<file path="src/rtl/mem_access_unit.sv">
// -----------------------------------------------------------------------------
// mem_access_unit
//
// Multi-cycle load/store unit sitting between the execute stage and the data
// memory bus. One access at a time: the request fields are latched in IDLE,
// presented on the bus in REQ, the response is awaited in WAIT (with a timeout),
// and the result is reported for exactly one cycle in DONE. While the access is
// in flight the upstream pipeline is held via stall.
//
// Build option:
//   MISALIGN_CHECK_EN  defined   -> misaligned accesses skip the bus and finish
//                                   immediately with misalign=1 and data 0.
//                      undefined -> misalign tied 0; the low offset bits are
//                                   forced aligned to the access size.
//
// Parameters:
//   TIMEOUT_CYC     max WAIT cycles before a bus error is declared (1..255)
//
// Ports:
//   clk             core clock, rising edge
//   rstn            asynchronous active-low reset
//   req_valid       memory instruction present in this stage
//   req_we          1 = store, 0 = load
//   req_funct3      RV64 width/sign code
//   req_addr        effective address
//   req_wdata       store data (rs2)
//   stall           hold upstream pipeline
//   done            access complete this cycle
//   wb_mem_data     extended load result (0 after store / error)
//   bus_err         timeout indication, pulses with done
//   misalign        misaligned access indication, pulses with done
//   mem_req_valid   bus request valid
//   mem_req_ready   bus accepts request
//   mem_addr        doubleword-aligned bus address
//   mem_wen         bus write enable
//   mem_wmask       byte strobes
//   mem_wdata       store data shifted into its byte lanes
//   mem_resp_valid  bus response / ack
//   mem_resp_data   read doubleword
// -----------------------------------------------------------------------------
module mem_access_unit #(
    parameter int unsigned TIMEOUT_CYC = 255
) (
    input  logic        clk,
    input  logic        rstn,
    input  logic        req_valid,
    input  logic        req_we,
    input  logic [2:0]  req_funct3,
    input  logic [63:0] req_addr,
    input  logic [63:0] req_wdata,
    output logic        stall,
    output logic        done,
    output logic [63:0] wb_mem_data,
    output logic        bus_err,
    output logic        misalign,
    output logic        mem_req_valid,
    input  logic        mem_req_ready,
    output logic [63:0] mem_addr,
    output logic        mem_wen,
    output logic [7:0]  mem_wmask,
    output logic [63:0] mem_wdata,
    input  logic        mem_resp_valid,
    input  logic [63:0] mem_resp_data
);

    localparam logic [1:0] ST_IDLE = 2'd0;
    localparam logic [1:0] ST_REQ  = 2'd1;
    localparam logic [1:0] ST_WAIT = 2'd2;
    localparam logic [1:0] ST_DONE = 2'd3;

    localparam logic [7:0] TIMEOUT_VAL = TIMEOUT_CYC[7:0];

    // -------------------------------------------------------------------------
    // State and latched request fields
    // -------------------------------------------------------------------------
    logic [1:0]  state_reg,   state_next;
    logic        we_reg,      we_next;
    logic [2:0]  funct3_reg,  funct3_next;
    logic [2:0]  off_reg,     off_next;
    logic [60:0] addr_hi_reg, addr_hi_next;
    logic [63:0] wdata_reg,   wdata_next;
    logic [7:0]  cnt_reg,     cnt_next;
    logic [63:0] wb_data_reg, wb_data_next;
    logic        bus_err_reg, bus_err_next;

    // -------------------------------------------------------------------------
    // Request-side offset decode. The offset is aligned down to the access size
    // before it is latched; for an already aligned access this is a no-op.
    // -------------------------------------------------------------------------
    logic [2:0] req_off;
    logic [2:0] req_off_aligned;

    assign req_off = req_addr[2:0];

    always_comb begin
        case (req_funct3[1:0])
            2'b00:   req_off_aligned = req_off;
            2'b01:   req_off_aligned = {req_off[2:1], 1'b0};
            2'b10:   req_off_aligned = {req_off[2], 2'b00};
            default: req_off_aligned = 3'b000;
        endcase
    end

`ifdef MISALIGN_CHECK_EN
    logic misalign_reg, misalign_next;
    logic req_misaligned;

    // funct3=111 has no defined width, so it is never reported as misaligned.
    assign req_misaligned = (req_funct3 != 3'b111) && (req_off != req_off_aligned);
`endif

    // -------------------------------------------------------------------------
    // Load extraction: shift the addressed bytes down to bit 0, then extend.
    // -------------------------------------------------------------------------
    logic [63:0] resp_shifted;
    logic [63:0] load_ext;

    assign resp_shifted = mem_resp_data >> {off_reg, 3'b000};

    always_comb begin
        case (funct3_reg)
            3'b000:  load_ext = {{56{resp_shifted[7]}},  resp_shifted[7:0]};
            3'b001:  load_ext = {{48{resp_shifted[15]}}, resp_shifted[15:0]};
            3'b010:  load_ext = {{32{resp_shifted[31]}}, resp_shifted[31:0]};
            3'b011:  load_ext = resp_shifted;
            3'b100:  load_ext = {56'd0, resp_shifted[7:0]};
            3'b101:  load_ext = {48'd0, resp_shifted[15:0]};
            3'b110:  load_ext = {32'd0, resp_shifted[31:0]};
            default: load_ext = 64'd0;
        endcase
    end

    // -------------------------------------------------------------------------
    // Store byte strobes: lane gi is enabled when it falls inside
    // [off, off + size). Store codes with funct3[2] set have no width and
    // therefore write no bytes.
    // -------------------------------------------------------------------------
    logic [3:0] lane_bytes;
    logic [3:0] lane_end;
    logic       lane_en;
    logic [7:0] lane_mask;

    always_comb begin
        case (funct3_reg[1:0])
            2'b00:   lane_bytes = 4'd1;
            2'b01:   lane_bytes = 4'd2;
            2'b10:   lane_bytes = 4'd4;
            default: lane_bytes = 4'd8;
        endcase
    end

    assign lane_end = {1'b0, off_reg} + lane_bytes;
    assign lane_en  = we_reg && !funct3_reg[2];

    genvar gi;
    generate
        for (gi = 0; gi < 8; gi++) begin : g_lane
            assign lane_mask[gi] = lane_en
                                && (4'(gi) >= {1'b0, off_reg})
                                && (4'(gi) < lane_end);
        end
    endgenerate

    // -------------------------------------------------------------------------
    // Next-state logic
    // -------------------------------------------------------------------------
    logic [7:0] cnt_inc;

    assign cnt_inc = cnt_reg + 8'd1;

    always_comb begin
        state_next   = state_reg;
        we_next      = we_reg;
        funct3_next  = funct3_reg;
        off_next     = off_reg;
        addr_hi_next = addr_hi_reg;
        wdata_next   = wdata_reg;
        cnt_next     = cnt_reg;
        wb_data_next = wb_data_reg;
        // Status flags are only ever set on the transition into DONE, so they
        // naturally last exactly the one DONE cycle.
        bus_err_next = 1'b0;
`ifdef MISALIGN_CHECK_EN
        misalign_next = 1'b0;
`endif

        case (state_reg)
            ST_IDLE: begin
                if (req_valid) begin
                    we_next      = req_we;
                    funct3_next  = req_funct3;
                    off_next     = req_off_aligned;
                    addr_hi_next = req_addr[63:3];
                    wdata_next   = req_wdata;
                    cnt_next     = 8'd0;
`ifdef MISALIGN_CHECK_EN
                    if (req_misaligned) begin
                        state_next    = ST_DONE;
                        misalign_next = 1'b1;
                        wb_data_next  = 64'd0;
                    end else begin
                        state_next = ST_REQ;
                    end
`else
                    state_next = ST_REQ;
`endif
                end
            end

            ST_REQ: begin
                if (mem_req_ready) begin
                    state_next = ST_WAIT;
                    cnt_next   = 8'd0;
                end
            end

            ST_WAIT: begin
                cnt_next = cnt_inc;
                // A response in the same cycle as the timeout takes priority.
                if (mem_resp_valid) begin
                    state_next   = ST_DONE;
                    wb_data_next = we_reg ? 64'd0 : load_ext;
                end else if (cnt_inc == TIMEOUT_VAL) begin
                    state_next   = ST_DONE;
                    bus_err_next = 1'b1;
                    wb_data_next = 64'd0;
                end
            end

            ST_DONE: begin
                state_next = ST_IDLE;
            end

            default: begin
                state_next = ST_IDLE;
            end
        endcase
    end

    // -------------------------------------------------------------------------
    // Registers
    // -------------------------------------------------------------------------
    always_ff @(posedge clk or negedge rstn) begin
        if (!rstn) begin
            state_reg   <= ST_IDLE;
            we_reg      <= 1'b0;
            funct3_reg  <= 3'd0;
            off_reg     <= 3'd0;
            addr_hi_reg <= 61'd0;
            wdata_reg   <= 64'd0;
            cnt_reg     <= 8'd0;
            wb_data_reg <= 64'd0;
            bus_err_reg <= 1'b0;
`ifdef MISALIGN_CHECK_EN
            misalign_reg <= 1'b0;
`endif
        end else begin
            state_reg   <= state_next;
            we_reg      <= we_next;
            funct3_reg  <= funct3_next;
            off_reg     <= off_next;
            addr_hi_reg <= addr_hi_next;
            wdata_reg   <= wdata_next;
            cnt_reg     <= cnt_next;
            wb_data_reg <= wb_data_next;
            bus_err_reg <= bus_err_next;
`ifdef MISALIGN_CHECK_EN
            misalign_reg <= misalign_next;
`endif
        end
    end

    // -------------------------------------------------------------------------
    // Outputs. Bus fields are only driven while the request is presented so
    // the bus sees zeros whenever mem_req_valid is low.
    // -------------------------------------------------------------------------
    logic in_req;

    assign in_req = (state_reg == ST_REQ);

    assign stall = ((state_reg == ST_IDLE) && req_valid)
                || in_req
                || (state_reg == ST_WAIT);
    assign done        = (state_reg == ST_DONE);
    assign wb_mem_data = wb_data_reg;
    assign bus_err     = bus_err_reg;

`ifdef MISALIGN_CHECK_EN
    assign misalign = misalign_reg;
`else
    assign misalign = 1'b0;
`endif

    assign mem_req_valid = in_req;
    assign mem_addr      = in_req ? {addr_hi_reg, 3'b000} : 64'd0;
    assign mem_wen       = in_req && we_reg;
    assign mem_wmask     = in_req ? lane_mask : 8'd0;
    assign mem_wdata     = in_req ? (wdata_reg << {off_reg, 3'b000}) : 64'd0;

endmodule
</file>
<file path="config.mk">
export PLATFORM = sky130hd
export DESIGN_NAME = mem_access_unit
export DESIGN_NICKNAME = d
export VERILOG_FILES = /design/src/rtl/mem_access_unit.sv
export SDC_FILE = /design/constraint.sdc
export NUM_CORES = 1
export LEC_CHECK = 0
export BUFFER_PORTS_ARGS = -buffer_cell sky130_fd_sc_hd__buf_2
export CAP_MARGIN = 5
export CELL_PAD_IN_SITES_DETAIL_PLACEMENT = 1
export CELL_PAD_IN_SITES_GLOBAL_PLACEMENT = 1
export CORE_AREA = 4 4 184 186
export DETAILED_ROUTE_END_ITERATION = 8
export DIE_AREA = 0 0 188 190
export PLACE_DENSITY = 0.82
export RECOVER_POWER = 25
export SYNTH_ARGS = -nofsm -noshare
export SYNTH_HDL_FRONTEND = slang
export SYNTH_SLANG_ARGS = --single-unit
</file>
<file path="constraint.sdc">
create_clock -name clk -period 3.7 [get_ports clk]
set_clock_uncertainty 0.2 [all_clocks]
set_input_delay 0.555 -clock clk [delete_from_list [all_inputs] [get_ports clk]]
set_output_delay 0.555 -clock clk [all_outputs]
set_load 0.01 [all_outputs]
</file>
== Word-level counts from Yosys, hierarchy flattened ==
Index checks and enable logic that the tools add are counted.
Storage, ports and cells
  input bits: 201
  logic and storage cells: 96
  output and inout bits: 206
  flip-flop bits (word level): 207
Operators by class
  equality and inequality tests: 17
  $add $sub $neg: 2
  reduce and logical (&&, ||, !) cells: 31
  shift operators: 2
  mux-type cells: 20
  order comparisons: 15
Operator list (count)
  64-bit one-hot mux with 7 select lines: 1
  64-bit 2-to-1 mux: 5
  64-bit by 6-bit << shifter with 64-bit output: 1
  64-bit by 6-bit right shift with 64-bit output: 1
  8-bit 2-to-1 mux: 3
  8-bit one-hot mux with 3 select lines: 1
  1-bit logical AND: 18
  3-bit by 4-bit less-than comparator with 1-bit output, first input constant: 4
  4-bit one-hot mux with 3 select lines: 1
  3-bit == test, second input constant: 3
  3-bit >= comparator, first input constant: 3
  3-bit one-hot mux with 3 select lines: 1
  8-bit by 1-bit adder with 8-bit output, second input constant: 1
  2-bit == test, second input constant: 4
  8-bit == test, second input constant: 1
  1-bit by 4-bit less-than comparator with 1-bit output, first input constant: 2
  2-bit by 4-bit less-than comparator with 1-bit output, first input constant: 2
  2-bit 2-to-1 mux: 4
  2-bit one-hot mux with 4 select lines: 1
  2-bit by 1-bit == test with 1-bit output, second input constant: 3
  3-bit by 2-bit == test with 1-bit output, second input constant: 2
  1-bit by 3-bit >= comparator with 1-bit output, first input constant: 2
  2-bit by 3-bit >= comparator with 1-bit output, first input constant: 2
  2-bit zero test: 3
  12 further kinds: 18

== Logic depth before layout (Yosys ltp) ==
Gate-level depths: netlist of run 1.
  depth in word-level cells: 6
  gate-level depth with buffers: 10
  depth with buffers taken out: 8

== Worst setup path after synthesis of run 1 ==
OpenSTA, ideal clock, no wires.
  path kind: register -> output
  start point: reg funct3_reg[0]
  end point: out mem_wmask[2]
  required time: 2945 ps
  slack: 373 ps
  data arrival time: 2572 ps
  path buffers: 1
  stages on the path, launching flop included: 10
  cells stage by stage: dfrtp_1 buf_2 nor2b_1 ha_1 a21o_1 a21oi_1 xnor2_1 nor2b_1 a21boi_0 a2111oi_0
On the way
  cells in the longest elaborated chain, start to end: 6
  elaborated cells between the ends (all ways): 8
  those cells by class: add/sub: 1; order compare: 1; eq/ne: 2; mux: 2; reduce/logical: 2
RTL lines
  from (decl): line 78  | logic [2:0] funct3_reg, funct3_next;
  from (signal assigned): line 260  | funct3_reg <= funct3_next;
  2-bit == test, or another cell as far along: line 144  | case (funct3_reg[1:0])
  4-bit one-hot mux with 3 select lines *: line 144
  3-bit by 4-bit adder with 4-bit output *: line 152  | assign lane_end = {1'b0, off_reg} + lane_bytes;
  2-bit by 4-bit less-than comparator with 1-bit output *: line 160  | && (4'(gi) < lane_end);
  1-bit logical AND *: line 160
  8-bit 2-to-1 mux *: line 297  | assign mem_wmask = in_req ? lane_mask : 8'd0;
  to (decl): line 60  | output logic [7:0] mem_wmask,
Every way passes the cells marked *; elsewhere a longest branch is shown, timed or not.

== Worst setup path after layout of run 1 ==
  start point: reg funct3_reg[1]
  end point: out mem_wmask[1]
On the way
  cells in the longest elaborated chain, start to end: 6
  elaborated cells between the ends (all ways): 8
  those cells by class: add/sub: 1; order compare: 1; eq/ne: 2; mux: 2; reduce/logical: 2
RTL lines (line)
  2-bit == test, or another cell as far along: 144
  4-bit one-hot mux with 3 select lines *: 144
  3-bit by 4-bit adder with 4-bit output *: 152
  1-bit by 4-bit less-than comparator with 1-bit output *: 160
  1-bit logical AND *: 160
  8-bit 2-to-1 mux *: 297
Marked as above.

==> results of run 1 <==
==> final timing paths <==
path	slack, ns	startpoint	cells past startpoint	to
worst max-delay path	0.15	funct3_reg[1]	8	mem_wmask[1]
worst min-delay path	0.06	req_wdata[7]	2	wdata_reg[7]
worst max register to register	0.64	off_reg[1]	9	wb_mem_data[52]
worst min register to register	0.28	wb_mem_data[9]	1	wb_mem_data[9]
max in group asynchronous	0.67	rstn	3	wdata_reg[35]
min in group asynchronous	1.03	rstn	2	wdata_reg[42]
==> per-layer routing <==
layer / track usage / up-vias
li1: - / 4901
met1: 0.3067 / 5587
met2: 0.4560 / 446
met3: 0.07505 / 111
met4: 0.09656 / 10
met5: 0 / -
==> layout by cell type, fill, tap and decap left out, types with 19 or more instances in the layout <==
cell | Yosys | final
buf_2 | 26 | 374
dfrtp_1 | 207 | 203
mux2_2 | 142 | 142
nand2_1 | 97 | 96
mux2i_1 | 85 | 85
and2_1 | 80 | 80
nor2_1 | 59 | 59
o21ai_0 | 58 | 58
a22o_1 | 55 | 55
mux4_2 | 40 | 40
a21oi_1 | 35 | 35
clkbuf_1 | 57 | 29
clkbuf_16 | 0 | 25
buf_4 | 9 | 25
a211oi_1 | 23 | 23
nor2b_1 | 21 | 19
==> repair_timing <==
item                                    in CTS  in global routing
cloned                                       0                  0
endpoints found under the setup margin       2                  4
resized for setup                            3                  8
hold endpoints to repair                    84                  0
hold buffers                                 1                  0
pin swaps                                    0                  2
setup buffers                                0                  2
==> where the power goes <==
part / total, mW / switching [mW] / internal (mW)
Combinational: 8.16 / 4.57 / 3.59
Sequential: 4.26 / 0.952 / 3.31
Clock: 2.61 / 1.02 / 1.59
Total: 15.0 / 6.54 / 8.49
==> cell families (layout without fill, tap and decap cells) <==
| logic type | after synthesis | count (layout) | share of synthesized area |
|---|---|---|---|
| DFF | 207 | 207 | 0.4165 |
| xor gates and xnor gates | 3 | 3 | 0.002113 |
| and+or+nand+nor | 306 | 306 | 0.1232 |
| buffers and inverters | 113 | 491 | 0.04185 |
| other | 1 | 16 | 0.0003015 |
| AOI/OAI and AO/OA | 236 | 236 | 0.1317 |
| adders and majority gates | 11 | 11 | 0.01167 |
| muxes | 270 | 270 | 0.2726 |
==> through the flow <==
step	instances	worst slack, ns	util	setup TNS, ns
4_1_cts	1968	0.005597	0.4879	0
5_1_grt	1979	-0.05602	0.4883	-0.05602
6_report	1982	0.1451	0.4885	0
2_1_floorplan	1150	0.3733	-	0
3_3_place_gp	1923	0.5971	0.4607	0
3_5_place_dp	1923	0.5179	0.4607	0
==> area by class of cell <==
cell class / instances / area [um2]
well taps: 442 / 553.0
fillers: 3676 / 16510
inverters: 10 / 37.54
diodes: 12 / 30.03
flip-flops and latches: 207 / 5190
clock buffers: 31 / 688.2
repair buffers: 437 / 2317
clock inverters: 13 / 170.2
multi-input cells: 830 / 6788
==> reports/results.ini, run 1 <==
[detailed_routing]
top_layer=met5
detail-route-antenna-nets=0
drc=0
met1_length_um=17940
wl_per_cell_um=24.18
wl_met3_um=3941
firstDrtPassIters=5
wirelength_um=47920
detail_route.vias_per_cell=5.578
vias=11060
initialDrtViolationCount=696
met2_length_um=24040

[timing]
hold_viol=0
clock.fmax_mhz=281.3
setup_viol=0
report.final.slew_viol_count=87
tightest_slew_ns=2.310
timing.hold.ws_ns=0.05860
min_period_over_period=0.9608
max-slew-margin-rel=-0.5402
min_period_ns=3.555

[layout]
area_growth_syn_to_layout_pct=26.83
drive_gt1_frac=0.4280
nNetsFinal=1723
post-route-cell-area_um2=15770

[placement]
hpwl_um=35580
numPortBuffers=402
gp_congestion=0.9194
placed_area_um2=14880

[die]
io_pins=407
coreArea_um2=32290
start_util=0.3852
die_y_um=190
rows=66
fp.dieW_um=188
dieArea_um2=35720

[clock_network]
cts_buffers=25
clock_sinks=207
clockBufferDepth=3
clock_latency_ns=0.52
cts-root-buf=clkbuf_16
clk_pin_slew_worst_paths_ns=0.06
cts_tree=done
htreeDepth=1

[synth]
netlist_instances=1147
yosysMostFrequentCell=dfrtp_1
yosys_warnings=0
synth_cell_types=64
synth-seq-area-share=0.4165
avgSynthCellArea_um2=10.84
synth_top_area_share=0.4165
synthArstFlopShare=1.000
ys_ff_latch=207
yosys_most_used_dff=dfrtp_1
synth_edf_count=0
synth_area_leaders=dfrtp_1, mux2_2, mux4_2
synthTopCellsByCount=dfrtp_1, mux2_2, nand2_1
yosys.area.top_type=dfrtp_1
syn-cell-area_um2=12440

[grt]
grt_pass1_wl_um=73040
antenna_found_initial=15
grt_pass1_vias=12020
track_usage=0.2612
overflow=0
grt_max_degree=101

[outcome]
violations=capacitance limit, slew limit
status=finished, violations left

[pwr]
power_mw=15.03
vdd_drop_max_uv=543.1
power-per-cell-area_nw_per_um2=952.9
power.leakage_nw=7.570

[setup_path]
cp_max_fo=12
timing.critical_path.cells=nor2b_1, ha_1, a21o_1, a21oi_1, xnor2_1, nor2b_4, a2111oi_1, buf_2
slowest_stage=dfrtp_2
crit_buf_inv=1
critical_path.endpoint_type=output port
critPathTopFamily=compound AO/OA/AOI/OAI gates
required_ns=2.94
crit_type=flip-flop to output port
max_stage_delay_ns=0.49
arrival_ns=2.80
start_kind=flip-flop

[run]
drv_cap=1

[worst_hold_path]
hp-class=primary input to flip-flop

(Power assumes the default switching activity.)
==> run 2, diff against run 1 <==
--- a/config.mk
+++ b/config.mk
@@ -9,10 +9,10 @@
 export CAP_MARGIN = 5
 export CELL_PAD_IN_SITES_DETAIL_PLACEMENT = 1
 export CELL_PAD_IN_SITES_GLOBAL_PLACEMENT = 1
-export CORE_AREA = 4 4 184 186
+export CORE_AREA = 4 4 209 211
 export DETAILED_ROUTE_END_ITERATION = 8
-export DIE_AREA = 0 0 188 190
-export PLACE_DENSITY = 0.82
+export DIE_AREA = 0 0 213 215
+export PLACE_DENSITY = 0.66
 export RECOVER_POWER = 25
 export SYNTH_ARGS = -nofsm -noshare
 export SYNTH_HDL_FRONTEND = slang
==> run 2 against run 1 <==
The run still ends with capacitance limit, slew limit left. Register-to-register slack got worse by 0.17 ns. Total power rose by 2.1%. Critical path depth rose by 1. Maximum frequency is 2.0% lower. Clock power grew 3%. Sequential cell count is the same. Non-clock buffer count is 69 higher. Largest cell class unchanged. Global-route usage down 5.1 points.
==> reports/results.ini, run 2 (synthesis results as in run 1) <==
[outcome]
status=finished, violations left
violations=capacitance limit, slew limit

[grt]
antenna_found_initial=9
grt_pass1_vias=12050
grt_max_degree=140
overflow=0
grt_pass1_wl_um=74850
track_usage=0.2099

[die]
start_util=0.2978
coreArea_um2=41760
rows=75
fp.dieW_um=213
die_y_um=215
io_pins=407
dieArea_um2=45800

[placement]
gp_congestion=0.8596
hpwl_um=36330
placed_area_um2=14970
pre_cts_ws_ns=0.2379
numPortBuffers=402

[setup_path]
rrSetupSlack_ns=0.47
cp_max_fo=6
critical_path.endpoint_type=output port
max_stage_delay_ns=0.45
crit_type=flip-flop to output port
timing.critical_path.mode_cell=nor2b_4
slowest_stage=dfrtp_2
start_kind=flip-flop
required_ns=2.94
arrival_ns=2.87
timing.critical_path.cells=nor2b_4, ha_1, a21o_1, a21oi_2, xnor2_2, nor2b_4, a21boi_0, a2111oi_2, buf_4

[detailed_routing]
wirelength_um=50710
initialDrtViolationCount=586
firstDrtPassIters=5
vias=11190
detail-route-antenna-nets=0
drc=0
detail_route.vias_per_cell=5.213
wl_per_cell_um=23.62

[timing]
max-slew-margin-rel=-0.4980
hold_viol=0
setup_viol=0
clock.fmax_mhz=275.8
finalSetupTns_ns=0
tightest_slew_ns=2.247
fin_ws_ns=0.07372
report.final.slew_viol_count=81
min_period_ns=3.626
min_period_over_period=0.9801

[worst_hold_path]
hp-class=primary input to flip-flop

[layout]
post-route-cell-area_um2=16680
drive_gt1_frac=0.4329
multiInputGateArea_um2=6817
nNetsFinal=1794
seqCellArea_um2=5190
final_common_cell=buf_2
nFillCells=4708
area_growth_syn_to_layout_pct=34.16
final_cell_mix=buf_2, dfrtp_1, mux2_2

[clock_network]
clock_sinks=207
cts_tree=done
clk_pin_slew_worst_paths_ns=0.06
cts_buffers=27
clock_latency_ns=0.54
cts-root-buf=clkbuf_16
htreeDepth=1
clockBufferDepth=3

[pwr]
vdd_drop_max_uv=448.4
power_mw=15.35
power-per-cell-area_nw_per_um2=920.1
power.leakage_nw=8.011

[run]
drv_cap=1

==> run 2: stage by stage <==
stage	hold WS (ns)	std cells	utilization
6_report	0.02558	2147	0.3996
5_1_grt	0.006280	2145	0.3994
4_1_cts	0.0006078	2124	0.3953
3_5_place_dp	0.2659	2014	0.3585
3_3_place_gp	0.2577	2014	0.3585
2_1_floorplan	0.05941	1150	-
==> run 2: routing by layer <==
layer | global-route usage | up-vias | wire, um
met5 | 0 | - | 51
met4 | 0.07129 | 8 | 1805
met3 | 0.04725 | 90 | 3114
met2 | 0.3685 | 349 | 25950
met1 | 0.2526 | 5700 | 19790
li1 | - | 5046 | -
==> run 2: power breakdown <==
group | switching, mW | internal (mW) | leakage, nW
Sequential | 0.906 | 3.31 | 2.57
Combinational | 4.68 | 3.77 | 5.00
Clock | 1.06 | 1.63 | 0.438
Total | 6.64 | 8.71 | 8.01
==> run 2: path summary, 6_finish.rpt <==
| path | startpoint | to | depth (start not counted) |
|---|---|---|---|
| max in group asynchronous | rstn | wb_mem_data[18] | 2 |
| min in group asynchronous | rstn | cnt_reg[6] | 2 |
| min | req_wdata[43] | wdata_reg[43] | 2 |
| max | funct3_reg[0] | mem_wmask[2] | 9 |
| min reg2reg | wb_mem_data[8] | wb_mem_data[8] | 1 |
| max reg2reg | off_reg[1] | wb_mem_data[49] | 8 |
==> run 2: cell type report <==
class                           instances  area share
Tap cell                              539     0.04042
Inverter                               10    0.002250
Clock buffer                           39     0.04559
Timing Repair Buffer                  506      0.1834
Antenna cell                            7    0.001050
Clock inverter                          9    0.007649
Sequential cell                       207      0.3111
Multi-Input combinational cell        830      0.4085
==> run 2: repair_timing <==
| action | in CTS | in global routing |
|---|---|---|
| buffers inserted | 0 | 15 |
| hold buffers | 62 | 0 |
| pin swaps | 1 | 4 |
| gates cloned | 0 | 1 |
| endpoints found under the setup margin | 2 | 12 |
| endpoints found under the hold margin | 141 | 0 |
| resized for setup | 9 | 8 |
==> run 2: worst max-delay path: cells and delay by family (launching register included) <==
family / cells / cell delay (ns)
compound gates: 4 / 0.94
flops: 1 / 0.45
simple gates: 2 / 0.31
fa+ha+maj: 1 / 0.31
buf+inv: 1 / 0.21
xor+xnor: 1 / 0.12
